## config.mk

```make
export PLATFORM = sky130hd
export DESIGN_NAME = parking_lane_arbiter
export DESIGN_NICKNAME = d
export VERILOG_FILES = /design/src/rtl/parking_lane_arbiter.sv
export SDC_FILE = /design/constraint.sdc
export NUM_CORES = 1
export LEC_CHECK = 0
export CAP_MARGIN = 20
export CORE_UTILIZATION = 30
export CTS_CLUSTER_SIZE = 30
export DETAILED_ROUTE_END_ITERATION = 16
export HOLD_SLACK_MARGIN = 0.03
export SETUP_SLACK_MARGIN = 0.15
export SYNTH_ARGS = -nofsm -noshare
export SYNTH_HDL_FRONTEND = slang
export SYNTH_SLANG_ARGS = --single-unit
```

## constraint.sdc

```tcl
create_clock -name clk -period 4.9 [get_ports clk]
set_input_delay 0.49 -clock clk [delete_from_list [all_inputs] [get_ports clk]]
set_output_delay 0.49 -clock clk [all_outputs]
set_load 0.02 [all_outputs]
```

## src/rtl/parking_lane_arbiter.sv

```systemverilog
// Two-lane parking gate arbiter: round-robin lane grant, gate open/close
// sequencing with a wait timeout, and lot occupancy tracking.
module parking_lane_arbiter #(
  parameter int unsigned MAX_SPACES  = 8,
  parameter int unsigned TIMEOUT_CYC = 16
) (
  input  logic       clk,
  input  logic       rst,
  input  logic       req_a,
  input  logic       req_b,
  input  logic       car_in,
  input  logic       car_out,
  output logic       grant_a,
  output logic       grant_b,
  output logic       open_gate,
  output logic       close_gate,
  output logic [3:0] count,
  output logic       full,
  output logic       alarm_timeout
);

  localparam int unsigned CNT_W = 4;
  localparam int unsigned TMR_W = 8;
  localparam logic [CNT_W-1:0] MAX_CNT  = CNT_W'(MAX_SPACES);
  // Leaving OPEN on this value lands the timer on TIMEOUT_CYC-1 at the same edge.
  localparam logic [TMR_W-1:0] TMR_LAST = TMR_W'(TIMEOUT_CYC - 2);

  typedef enum logic [1:0] {
    IDLE  = 2'd0,
    GRANT = 2'd1,
    OPEN  = 2'd2,
    CLOSE = 2'd3
  } state_t;

  state_t           state;
  state_t           state_nxt;
  logic [TMR_W-1:0] timer;
  logic [TMR_W-1:0] timer_nxt;
  logic [CNT_W-1:0] count_nxt;
  logic             last_b;
  logic             last_b_nxt;
  logic             car_in_q;
  logic             car_edge;
  logic             win_a;
  logic             grant_a_nxt;
  logic             grant_b_nxt;
  logic             alarm_nxt;

  assign full     = (count == MAX_CNT);
  assign car_edge = car_in & ~car_in_q & (state == OPEN);
  // Lane A wins when alone, or on a tie when B was served last.
  assign win_a    = req_a & (~req_b | last_b);

  // Occupancy: paired entry/exit cancels; saturate at both ends.
  always_comb begin
    count_nxt = count;
    if (car_edge && !car_out) begin
      if (count != MAX_CNT) count_nxt = count + CNT_W'(1);
    end else if (car_out && !car_edge) begin
      if (count != '0) count_nxt = count - CNT_W'(1);
    end
  end

  // Next-state and next-output decode.
  always_comb begin
    state_nxt   = state;
    timer_nxt   = timer;
    last_b_nxt  = last_b;
    grant_a_nxt = 1'b0;
    grant_b_nxt = 1'b0;
    alarm_nxt   = 1'b0;
    unique case (state)
      IDLE: begin
        if (!full && (req_a || req_b)) begin
          state_nxt   = GRANT;
          grant_a_nxt = win_a;
          grant_b_nxt = ~win_a;
          last_b_nxt  = ~win_a;
        end
      end
      GRANT: begin
        state_nxt = OPEN;
        timer_nxt = '0;
      end
      OPEN: begin
        timer_nxt = timer + TMR_W'(1);
        if (car_edge) begin
          state_nxt = CLOSE;
        end else if (timer == TMR_LAST) begin
          state_nxt = CLOSE;
          alarm_nxt = 1'b1;
        end
      end
      CLOSE: state_nxt = IDLE;
      default: state_nxt = IDLE;
    endcase
  end

  always_ff @(posedge clk or posedge rst) begin
    if (rst) begin
      state    <= IDLE;
      timer    <= '0;
      count    <= '0;
      last_b   <= 1'b1;
      car_in_q <= 1'b0;
    end else begin
      state    <= state_nxt;
      timer    <= timer_nxt;
      count    <= count_nxt;
      last_b   <= last_b_nxt;
      car_in_q <= car_in;
    end
  end

  // Registered outputs, decoded from the state being entered.
  always_ff @(posedge clk or posedge rst) begin
    if (rst) begin
      grant_a       <= 1'b0;
      grant_b       <= 1'b0;
      open_gate     <= 1'b0;
      close_gate    <= 1'b1;
      alarm_timeout <= 1'b0;
    end else begin
      grant_a       <= grant_a_nxt;
      grant_b       <= grant_b_nxt;
      open_gate     <= (state_nxt == OPEN);
      close_gate    <= (state_nxt == IDLE) || (state_nxt == CLOSE);
      alarm_timeout <= alarm_nxt;
    end
  end

endmodule

```

# After elaboration in Yosys (flattened, before gate mapping)
# Index checks and enable logic that the tools add are counted.
word_totals:
  mem_bits_ro: 0
  in_bits: 6
  register_bits: 21
  memories: 0
  ram_bits: 0
  out_inout_bits: 10
  latchBits: 0
classes:
  shifts: 0
  order_cmp: 0
  mul: 0
  muxes: 16
  div: 0
  bitwise: 7
  n_eq_ne: 9
  add_sub_neg: 3
  n_reduce_logical: 16
ops:
  columns: ["op", "n"]
  rows:
  - ["$mux 4", 4]
  - ["$pmux 8 s2", 1]
  - ["$add 8x1->8 const B", 1]
  - ["$eq 2x2->1 const B", 4]
  - ["$eq 8x4->1 const B", 1]
  - ["$pmux 2 s4", 1]
  - ["$mux 1", 7]
  - ["$mux 2", 3]
  - ["$reduce_bool 2->1", 3]
  - ["$add 4x1->4 const B", 1]
  - ["$eq 4x4->1 const B", 1]
  - ["$logic_not 2->1", 2]
  - ["$ne 4x4->1 const B", 1]
  - ["$reduce_bool 4->1", 1]
  - ["$sub 4x1->4 const B", 1]
  - ["$and 1x1->1", 3]
  - ["$logic_and 1x1->1", 3]
  - ["$logic_not 1->1", 3]
  - ["$not 1->1", 3]
  - ["$reduce_and 3->1", 1]
  - ["$eq 2x1->1 const B", 1]
  - ["$logic_or 1x1->1", 2]
  - ["$ne 2x1->1 const B", 1]
  - ["$reduce_and 2->1", 1]
  - ["$or 1x1->1", 1]

# Depth between registers and ports, before layout
# Gate-level depths: netlist of the first run.
depth:
  depth_word: 7
  ltp_mapped: 11
  mapped_depth_nobuf: 11

# Least setup slack after synthesis of the first run
# Ideal clock, no wire load.
synth_timing:
  kind: "register -> register"
  startpoint: "register state[0]"
  endpoint: "register count[3]"
  setup_slack_ns: 2.724
  stages_incl_launch_ff: 12
  required_ns: 4.767
  arrival_time_ns: 2.043
  cell_sequence: "dfrtp_1 inv_1 ha_1 inv_2 nor3b_2 ha_1 inv_1 ha_1 a21oi_1 and3_1 o21ai_1 xnor2_1"
synth_between:
  elab_chain_cells: 6
synth_rtl:
  columns: ["item", "line", "source"]
  rows:
  - ["from (decl)", "35", "state_t state;"]
  - ["from (signal assigned)", "107", "state <= state_nxt;"]
  - ["$eq 2x2->1 (*)", "50", "assign car_edge = car_in & ~car_in_q & (state == OPEN);"]
  - ["$and 1x1->1 (*)", "50", null]
  - ["$logic_not 1->1", "59", "end else if (car_out && !car_edge) begin"]
  - ["$logic_and 1x1->1", "59", null]
  - ["$reduce_bool 2->1 (no source line)", null, null]
  - ["$reduce_and 3->1 (no source line)", null, null]
  - ["to (signal assigned)", "109", "count <= count_nxt;"]
  - ["to (decl)", "17", "output logic [3:0] count,"]
# Every way passes the cells marked *; elsewhere a longest branch is shown, timed or not.
# A chain may end at the register's enable or synchronous reset.

# Worst setup path in the final report of the first run
layout_timing:
  startpoint: "register count[0]"
  endpoint: "output full"
layout_between:
  elab_chain_cells: 1
layout_rtl:
  columns: ["item", "line", "source"]
  rows:
  - ["$eq 4x4->1", "49", "assign full = (count == MAX_CNT);"]
  - ["to (decl)", "18", "output logic full,"]
# No other way between the ends.

==> results of run 1 <==
==> routing by layer <==
layer / up-vias / track usage, % / wire length, µm / share of wire [%]
met5: - / 0 / 0 / 0
li1: 404 / - / - / -
met1: 386 / 13.10 / 825 / 44
met2: 24 / 18.54 / 931 / 50
met4: 0 / 1.744 / 11 / 0.59
met3: 2 / 4.044 / 98 / 5.3
==> cell usage in the layout (no fill, tap or decap), drive strengths merged <==
| cell | instances |
|---|---|
| a21oi | 7 |
| xnor2 | 4 |
| clkinv | 1 |
| dfrtp | 19 |
| dfstp | 2 |
| and2 | 1 |
| or3 | 2 |
| o22ai | 2 |
| nand4 | 1 |
| nand3 | 5 |
| nand2b | 2 |
| nor2 | 3 |
| inv | 11 |
| nor3b | 3 |
| mux2i | 2 |
| nor3 | 4 |
| and3 | 1 |
| clkdlybuf4s50 | 15 |
| nand2 | 11 |
| and4bb | 1 |
| clkbuf | 3 |
| fa | 1 |
| o21a | 1 |
| o21ai | 8 |
| xor2 | 1 |
| a31oi | 2 |
| ha | 8 |
| nor2b | 1 |
| a21boi | 1 |
| a31o | 1 |
==> state kept, by name (all words and copies together), names as in the netlist <==
register       cells
open_gate          1
car_in_q           1
alarm_timeout      1
state              2
last_b             1
grant_b            1
timer              8
close_gate         1
count              4
grant_a            1
==> power by group through the flow <==
stage | clock (mW) | combinational, mW | sequential, mW
2_1_floorplan | 0 | 0.230 | 0.316
3_3_place_gp | 0 | 0.366 | 0.287
3_5_place_dp | 0 | 0.376 | 0.288
4_1_cts | 0.0894 | 0.377 | 0.285
5_1_grt | 0.0949 | 0.417 | 0.294
6_report | 0.0840 | 0.371 | 0.283
==> final timing paths <==
check	cells after the start	end	slack, ps
max	3	full	2500
min	2	grant_a$_DFF_PP0_	520
max reg2reg	11	count[3]$_DFFE_PP0P_	2510
min reg2reg	2	grant_a$_DFF_PP0_	520
max in group asynchronous	2	timer[5]$_DFFE_PP0P_	3790
min in group asynchronous	2	count[1]$_DFFE_PP0P_	620
==> critical path: cells and delay by family (launching register included) <==
kind,cells,cell delay [ps]
buf+inv,1,600
flops,1,480
simple gates,2,520
==> stage by stage <==
step / std cells / setup WS, ps / area, µm² / hold WS, ps / power, mW
2_1_floorplan: 106 / 2724 / 1084 / 465.0 / 0.5456
5_1_grt: 170 / 2233 / 1311 / 576.2 / 0.8061
6_report: 170 / 2500 / 1311 / 524.2 / 0.7380
3_3_place_gp: 166 / 2446 / 1284 / 503.0 / 0.6523
4_1_cts: 170 / 2466 / 1311 / 527.1 / 0.7508
3_5_place_dp: 166 / 2390 / 1284 / 508.4 / 0.6638
==> cell type report <==
cell class / count / area [µm²] / share of cell area, %
sequential: 21 / 528.0 / 40.27
multi-input combinational: 73 / 506.7 / 38.64
timing repair buffer: 15 / 150.1 / 11.45
tap: 46 / 57.56 / 4.389
inverter: 11 / 41.29 / 3.149
clock buffer: 3 / 22.52 / 1.718
clock inverter: 1 / 5.005 / 0.3817
==> logic make-up after synthesis <==
family	after synthesis	share of synthesized area (%)
compound gates	22	11.78
xor+xnor	5	4.041
fa+ha+maj	9	11.09
buf+inv	12	4.504
flops	21	48.73
mux	2	1.848
simple gates	35	18.01
==> flow_metrics.env, run 1 <==
export IMPL_gp_congestion=0.7632
export IMPL_drtAntennaViolNets=0
export IMPL_tightest_slew_ps=790.5
export IMPL_syn_area_per_cell_um2=10.22
export IMPL_die_w_um=62.10
export IMPL_setup_viol=0
export IMPL_worstPathRequired_ps=4410
export IMPL_synth_top_cell_area_share_pct=43.88
export IMPL_intPower_mw=0.4341
export IMPL_crit_path_top_delay_cell="clkdlybuf4s50_1"
export IMPL_synthesis_nets=121
export IMPL_cp_max_fo=6
export IMPL_cts_path_max_buffers=2
export IMPL_power_frac_clock_pct=11.4
export IMPL_overflow=0
export IMPL_status="finished, final reports clean"
export IMPL_ios=16
export IMPL_synth_flop_cell="dfrtp_1"
export IMPL_hp_class="reg2reg"
export IMPL_dieArea_um2=3856
export IMPL_ys_types=33
export IMPL_synth_area_leader_cell="dfrtp_1"
export IMPL_synth_seq_cells=21
export IMPL_swShare_pct=41.18
export IMPL_drtIter0Drc=42
export IMPL_wl_per_cell_um=10.97
export IMPL_skew_ps=5.875
export IMPL_cp_startpoint="count[0]$_DFFE_PP0P_"
export IMPL_synth_edf_count=0
export IMPL_antenna_found_initial=0
export IMPL_synthCells=106
export IMPL_power_density_nw_per_um2=562.8
export IMPL_vias=816
export IMPL_irDropWorstVdd_v=0.0001368
export IMPL_num_fill_cells=330
export IMPL_path_cells="nor3_2, and2_1, clkdlybuf4s50_1"
export IMPL_p_seq_share_pct=38.3
export IMPL_cpPeakStageDelay_ps=600
export IMPL_cts_buffers=3
export IMPL_coreArea_um2=3390
export IMPL_worstSetupEndpointType="output port"
export IMPL_netlist_area_um2=1084
export IMPL_slew_viol_final=0
export IMPL_area_growth_syn_to_layout_pct=21.02
export IMPL_async_flop_share_pct=100.0
export IMPL_drv_cap=0
export IMPL_synth_area_top_cells="dfrtp_1, ha_1, dfstp_2, inv_1, nand2_1"
export IMPL_fmax_mhz=416.7
export IMPL_drive_gt1_share_pct=9.677
export IMPL_relSlewSlack_pct=47.24
export IMPL_grt_first_pass_wirelength_mm=3.339
export IMPL_ys_seq_area_share_pct=48.73
export IMPL_period_share_pct=48.97
export IMPL_clock_sinks=21
export IMPL_initial_core_util_pct=31.97
export IMPL_yosysWarnings=0
export IMPL_start_kind="register"
export IMPL_timing_final_hold_violations=0
export IMPL_place_hpwl_mm=1.446
export IMPL_diodes=0
export IMPL_post_cts_buffers=0
export IMPL_synth_common_cells="dfrtp_1, inv_1, nand2_1, ha_1, a21oi_1"
export IMPL_yosysMostFrequentCell="dfrtp_1"
export IMPL_cts_root_buffer="clkbuf_4"
export IMPL_firstDrtPassIters=4
export IMPL_grtUsageTotal_pct=10.81
export IMPL_comb_power_share_pct=50.3
export IMPL_utilization_pct=38.69
export IMPL_cts_htree_levels=1
export IMPL_tns_ps=0
export IMPL_avgViaCountPerCell=4.800
export IMPL_netSwitchingPower_mw=0.3039
export IMPL_portBuffers=15
export IMPL_ctsHoldBuffers=0
export IMPL_arrival_ps=1910
export IMPL_rows=21
export IMPL_period_needed_ps=2400
export IMPL_post_cts_resized=0
export IMPL_rsz0062_at_grt="no"
export IMPL_p_leak_nw=0.5636
export IMPL_drc=0
export IMPL_r2r_start="state[0]$_DFF_PP0_"
export IMPL_clk_latency_ps=300
export IMPL_grt_max_degree=22
export IMPL_die_y_um=62.10
export IMPL_criticalPathCategory="reg2out"
export IMPL_path_clk_slew_ps=120
export IMPL_first_global_vias=788
export IMPL_wl_mm=1.865
export IMPL_min_from="last_b$_DFFE_PP1P_"
export IMPL_cts_tree="done"
export IMPL_nets=140
No activity file was read; power rests on OpenSTA's default activity.
==> run 2, diff against run 1 <==
==> constraint.sdc (replaced) <==
create_clock -name clk -period 2.3 [get_ports clk]
set_input_delay 0.23 -clock clk [delete_from_list [all_inputs] [get_ports clk]]
set_output_delay 0.23 -clock clk [all_outputs]
set_load 0.02 [all_outputs]
==> run 2 against run 1 <==
Effect of this change:
- cell area is 7.2% higher
- clock skew rose by 4.4 ps
- via count increased by 1.2%
- non-clock buffer count rose by 5
- flip-flop and latch count unchanged
- final cell count is 2.9% higher
- clock-buffer cell count grew 1
- first-iteration DRC count is 12% higher
- die area is the same
- core utilization increased by 2.8 points
- total power up 130%
- sequential share of layout area down 2.5 points
- highest routed layer is now met3
==> flow_metrics.env, run 2 (synthesized netlist as in run 1, its figures left out) <==
export IMPL_status="finished, final reports clean"
export IMPL_grt_max_degree=22
export IMPL_vias=826
export IMPL_period_share_pct=89.66
export IMPL_antenna_found_initial=0
export IMPL_top_register="timer"
export IMPL_drv_cap=0
export IMPL_r2r_cells=11
export IMPL_hp_class="in2async"
export IMPL_intPower_mw=1.014
export IMPL_drc=0
export IMPL_tns_ps=0
export IMPL_cp_startpoint="state[0]$_DFF_PP0_"
export IMPL_slew_viol_final=0
export IMPL_rsz0062_at_grt="yes"
export IMPL_portBuffers=15
export IMPL_path_clk_slew_ps=120
export IMPL_layoutNonFillerInstCount=175
export IMPL_cp_max_fo=5
export IMPL_fmax_mhz=484.9
export IMPL_coreArea_um2=3390
export IMPL_diodes=0
export IMPL_dieArea_um2=3856
export IMPL_gp_congestion=0.7648
export IMPL_cts_path_max_buffers=2
export IMPL_die_w_um=62.10
export IMPL_netSwitchingPower_mw=0.7049
export IMPL_cts_buffers=3
export IMPL_num_fill_cells=322
export IMPL_final_cell_mix="dfrtp_1, clkdlybuf4s50_1, nand2_1"
export IMPL_firstDrtPassIters=3
export IMPL_initial_core_util_pct=31.97
export IMPL_swShare_pct=41.01
export IMPL_drtAntennaViolNets=0
export IMPL_largest_reg_flops=8
export IMPL_r2r_start="state[0]$_DFF_PP0_"
export IMPL_avgViaCountPerCell=4.720
export IMPL_p_seq_share_pct=36.2
export IMPL_overflow=0
export IMPL_irDropWorstVdd_v=0.0004484
export IMPL_relSlewSlack_pct=45.39
export IMPL_die_y_um=62.10
export IMPL_top_regs="timer: 8 flops, count: 4 flops, state: 2 flops"
export IMPL_setup_viol=0
export IMPL_reg2reg_slack_ps=240
export IMPL_arrival_ps=2300
export IMPL_mostFrequentLayoutCell="dfrtp_1"
export IMPL_worstPathRequired_ps=2540
export IMPL_cts_htree_levels=1
export IMPL_ctsHoldBuffers=0
export IMPL_design_area_um2=1405
export IMPL_grtUsageTotal_pct=11.34
export IMPL_ios=16
export IMPL_clock_sinks=21
export IMPL_place_hpwl_mm=1.466
export IMPL_drtIter0Drc=47
export IMPL_first_global_vias=835
export IMPL_dp_cells=168
export IMPL_drive_gt1_share_pct=20.16
export IMPL_reg2reg_to="count[3]$_DFFE_PP0P_"
export IMPL_wl_mm=2.021
export IMPL_comb_power_share_pct=53.3
export IMPL_skew_ps=10.32
export IMPL_start_kind="register"
export IMPL_worstSetupEndpointType="register"
export IMPL_period_needed_ps=2062
export IMPL_power_frac_clock_pct=10.5
export IMPL_clk_latency_ps=300
export IMPL_grt_first_pass_wirelength_mm=3.553
export IMPL_cts_tree="done"
export IMPL_cts_root_buffer="clkbuf_4"
export IMPL_wl_per_cell_um=11.55
export IMPL_p_leak_nw=0.5906
export IMPL_area_growth_syn_to_layout_pct=29.68
export IMPL_power_density_nw_per_um2=1223
export IMPL_rows=21
export IMPL_crit_path_end="count[3]$_DFFE_PP0P_"
export IMPL_nets=145
export IMPL_placed_cell_area_um2=1304
export IMPL_criticalPathCategory="reg2reg"
export IMPL_tightest_slew_ps=818.3
export IMPL_timing_final_hold_violations=0
==> run 2: cell types whose count changed in the layout (fill, tap and decap cells not counted), sizes merged <==
cell / change
clkinv: -1
clkbuf: +1
buf: +5
==> run 2: worst min-delay path by stage <==
stage | slack, ps | endpoint | startpoint | cells after the start
floorplan | 210 | alarm_timeout$_DFF_PP0_ | rst | 1
global placement | 500 | grant_a$_DFF_PP0_ | last_b$_DFFE_PP1P_ | 2
detailed placement | 500 | grant_a$_DFF_PP0_ | last_b$_DFFE_PP1P_ | 2
CTS | 360 | car_in_q$_DFF_PP0_ | car_in | 1
global route | 360 | car_in_q$_DFF_PP0_ | car_in | 1
finish | 380 | car_in_q$_DFF_PP0_ | rst | 2
==> run 2: power groups by stage <==
stage          clock, mW  sequential, mW  combinational, mW
2_1_floorplan          0           0.673              0.493
5_1_grt            0.211           0.645               1.02
3_5_place_dp           0           0.613              0.821
4_1_cts            0.195           0.608              0.878
6_report           0.180           0.622              0.917
3_3_place_gp           0           0.609              0.795
==> run 2: final cells by class <==
cell class / count / area, µm² / share of cell area (%)
multi-input combinational: 73 / 559.3 / 39.80
clock buffer: 4 / 26.28 / 1.870
sequential: 21 / 530.5 / 37.76
tap: 46 / 57.56 / 4.096
inverter: 11 / 43.79 / 3.117
timing repair buffer: 20 / 187.7 / 13.36
==> run 2: what timing repair did <==
item                                    4_1_cts  5_1_grt
endpoints found under the setup margin        1        2
endpoints found under the hold margin         0        0
pin swaps                                     4        2
setup buffers                                 3        0
resized for setup                             4        8
==> run 2: layer usage <==
layer | up-vias | wire length, µm | track usage, %
li1 | 408 | - | -
met1 | 409 | 928 | 13.62
met2 | 9 | 1054 | 20.05
met3 | 0 | 38 | 3.309
met4 | 0 | 0 | 2.326
met5 | - | 0 | 0
==> run 2: per-stage QoR <==
stage / power [mW] / hold WS (ps) / worst slack [ps] / utilization [%]
CTS: 1.681 / 364.6 / 162.4 / 40.38
global placement: 1.404 / 502.4 / 137.1 / 38.46
floorplan: 1.166 / 205.0 / 155.1 / -
finish: 1.719 / 377.0 / 237.8 / 41.45
global route: 1.872 / 357.9 / 129.5 / 41.45
detailed placement: 1.434 / 504.6 / 55.57 / 38.46
==> run 2: worst max-delay path: stages, from the launching register on <==
cell,delay [ps]
dfrtp_1,410
inv_2,80
ha_4,140
inv_2,60
nor3b_4,190
ha_2,240
inv_4,60
ha_4,280
nand3_1,100
and3_4,180
o21ai_2,130
xnor2_1,120
==> run 3, diff against run 2 <==
--- a/config.mk
+++ b/config.mk
@@ -9,6 +9,7 @@
 export CORE_UTILIZATION = 30
 export CTS_CLUSTER_SIZE = 30
 export DETAILED_ROUTE_END_ITERATION = 16
+export GPL_ROUTABILITY_DRIVEN = 0
 export HOLD_SLACK_MARGIN = 0.03
 export SETUP_SLACK_MARGIN = 0.15
 export SYNTH_ARGS = -nofsm -noshare
==> constraint.sdc (replaced) <==
create_clock -name clk -period 2.3 [get_ports clk]
set_input_delay 0.69 -clock clk [delete_from_list [all_inputs] [get_ports clk]]
set_output_delay 0.69 -clock clk [all_outputs]
set_load 0.02 [all_outputs]
==> run 3 against run 2 <==
Effect of this change:
- register-to-register slack better by 20 ps
- maximum frequency down 0.63%
- clock-buffer cell count unchanged
- worst setup slack worse by 13 ps
- core utilization up 0.52 points
- combinational power up 1%
- critical path depth down 10
- first-iteration DRC count down 64%
- flip-flop and latch count unchanged
- die area unchanged
==> flow_metrics.env, run 3 (synthesized netlist as in run 1, its figures left out) <==
export IMPL_cts_buffers=3
export IMPL_largest_reg_flops=8
export IMPL_cts_htree_levels=1
export IMPL_min_from="last_b$_DFFE_PP1P_"
export IMPL_power_density_nw_per_um2=1213
export IMPL_die_w_um=62.10
export IMPL_die_y_um=62.10
export IMPL_drv_cap=0
export IMPL_vias=844
export IMPL_ios=16
export IMPL_power_frac_clock_pct=10.4
export IMPL_path_cells="clkdlybuf4s50_1"
export IMPL_comb_power_share_pct=53.8
export IMPL_top_regs="timer: 8 flops, count: 4 flops, state: 2 flops"
export IMPL_start_kind="register"
export IMPL_period_needed_ps=2075
export IMPL_firstDrtPassIters=4
export IMPL_utilization_pct=41.97
export IMPL_place_hpwl_mm=1.645
export IMPL_tns_ps=0
export IMPL_intPower_mw=1.014
export IMPL_cts_tree="done"
export IMPL_coreArea_um2=3390
export IMPL_r2r_cells=11
export IMPL_initial_core_util_pct=31.97
export IMPL_clk_latency_ps=300
export IMPL_portBuffers=15
export IMPL_status="finished, final reports clean"
export IMPL_cp_max_fo=6
export IMPL_reg2reg_slack_ps=260
export IMPL_wl_mm=2.278
export IMPL_skew_ps=10.07
export IMPL_irDropWorstVdd_v=0.0006249
export IMPL_crit_path_top_delay_cell="clkdlybuf4s50_1"
export IMPL_setup_viol=0
export IMPL_cts_root_buffer="clkbuf_4"
export IMPL_nets=149
export IMPL_slew_viol_final=0
export IMPL_overflow=0
export IMPL_rsz0062_at_grt="yes"
export IMPL_reg2reg_to="count[3]$_DFFE_PP0P_"
export IMPL_ctsHoldBuffers=0
export IMPL_cp_startpoint="count[0]$_DFFE_PP0P_"
export IMPL_holdPathEnd="grant_a$_DFF_PP0_"
export IMPL_hold_slack_ps=522.8
export IMPL_cts_path_max_buffers=2
export IMPL_r2r_start="state[0]$_DFF_PP0_"
export IMPL_drc=0
export IMPL_netSwitchingPower_mw=0.7124
export IMPL_grt_max_degree=22
export IMPL_final_cell_mix="dfrtp_1, nand2_1, clkdlybuf4s50_1"
export IMPL_dieArea_um2=3856
export IMPL_critPathBufInv=1
export IMPL_drtIter0Drc=17
export IMPL_path_clk_slew_ps=120
export IMPL_fmax_mhz=481.9
export IMPL_cpPeakStageDelay_ps=620
export IMPL_mostFrequentLayoutCell="dfrtp_1"
export IMPL_crit_family="buffers and inverters"
export IMPL_rows=21
export IMPL_hp_class="reg2reg"
export IMPL_drive_gt1_share_pct=22.56
export IMPL_p_seq_share_pct=35.8
export IMPL_clock_sinks=21
export IMPL_diodes=0
export IMPL_antenna_found_initial=0
export IMPL_grtUsageTotal_pct=13.16
export IMPL_top_register="timer"
export IMPL_area_growth_syn_to_layout_pct=31.29
export IMPL_worstSetupEndpointType="output port"
export IMPL_grt_first_pass_wirelength_mm=4.043
export IMPL_worstPathRequired_ps=1610
export IMPL_swShare_pct=41.27
export IMPL_placed_cell_area_um2=1341
export IMPL_drtAntennaViolNets=0
export IMPL_total_power_mw=1.726
export IMPL_hold_path_cell_count=2
export IMPL_timing_final_hold_violations=0
export IMPL_wl_per_cell_um=12.73
export IMPL_arrival_ps=1390
export IMPL_avgViaCountPerCell=4.715
export IMPL_tightest_slew_ps=341.8
export IMPL_p_leak_nw=0.6393
export IMPL_design_area_um2=1423
export IMPL_period_share_pct=90.23
export IMPL_criticalPathCategory="reg2out"
export IMPL_relSlewSlack_pct=77.21
export IMPL_first_global_vias=930
-- run 3: cell count changes in the layout (fill, tap and decap cells not counted), sizes merged --
cell and change:
clkbuf +1, buf +4, clkdlybuf4s50 -5, dlymetal6s2s +3, dlygate4sd2 +1
-- run 3: layout make-up --
type,instances,area [µm²]
clock buffers,4,26.28
fillers,324,1967
inverters,11,41.29
multi-input cells,73,548.0
flip-flops and latches,21,530.5
well taps,46,57.56
repair buffers,24,219.0
-- run 3: worst reg2reg max path, delay by kind of cell (launching register included) --
kind                       cells  cell delay, ps
xor gates and xnor gates       1             120
AOI/OAI and AO/OA              1             140
adders and majority gates      3             640
and+or+nand+nor                3             450
DFF                            1             420
buffers and inverters          3             220
-- run 3: what timing repair did --
action,4_1_cts,5_1_grt
pin swaps,3,1
hold endpoints to repair,0,0
buffers inserted,0,2
setup endpoints to repair,5,7
gates resized for setup,9,7
-- run 3: how the worst max path moves through the flow --
stage | endpoint | depth (start not counted)
3_5_place_dp | count[3]$_DFFE_PP0P_ | 9
4_1_cts | full | 3
2_1_floorplan | count[3]$_DFFE_PP0P_ | 11
6_report | count[0] | 1
5_1_grt | count[3]$_DFFE_PP0P_ | 11
3_3_place_gp | count[3]$_DFFE_PP0P_ | 9
-- run 3: power by group through the flow --
stage | Combinational [mW] | Sequential (mW) | Clock [mW]
floorplan | 0.493 | 0.673 | 0
global placement | 0.822 | 0.611 | 0
detailed placement | 0.868 | 0.616 | 0
CTS | 0.908 | 0.619 | 0.190
global route | 1.02 | 0.643 | 0.203
finish | 0.928 | 0.618 | 0.180
-- run 3: metrics by stage --
stage / setup WS (ps) / std cells
floorplan: 155.1 / 106
detailed placement: -341.1 / 173
global placement: -263.1 / 173
finish: 224.7 / 179
global route: 108.2 / 179
CTS: 142.8 / 177
-- run 3: routing by layer --
layer	track usage, %	wire length (µm)	vias up
met1	14.24	1028	410
met5	0	0	-
met4	4.070	28	0
li1	-	-	419
met2	24.86	1180	11
met3	3.309	40	4
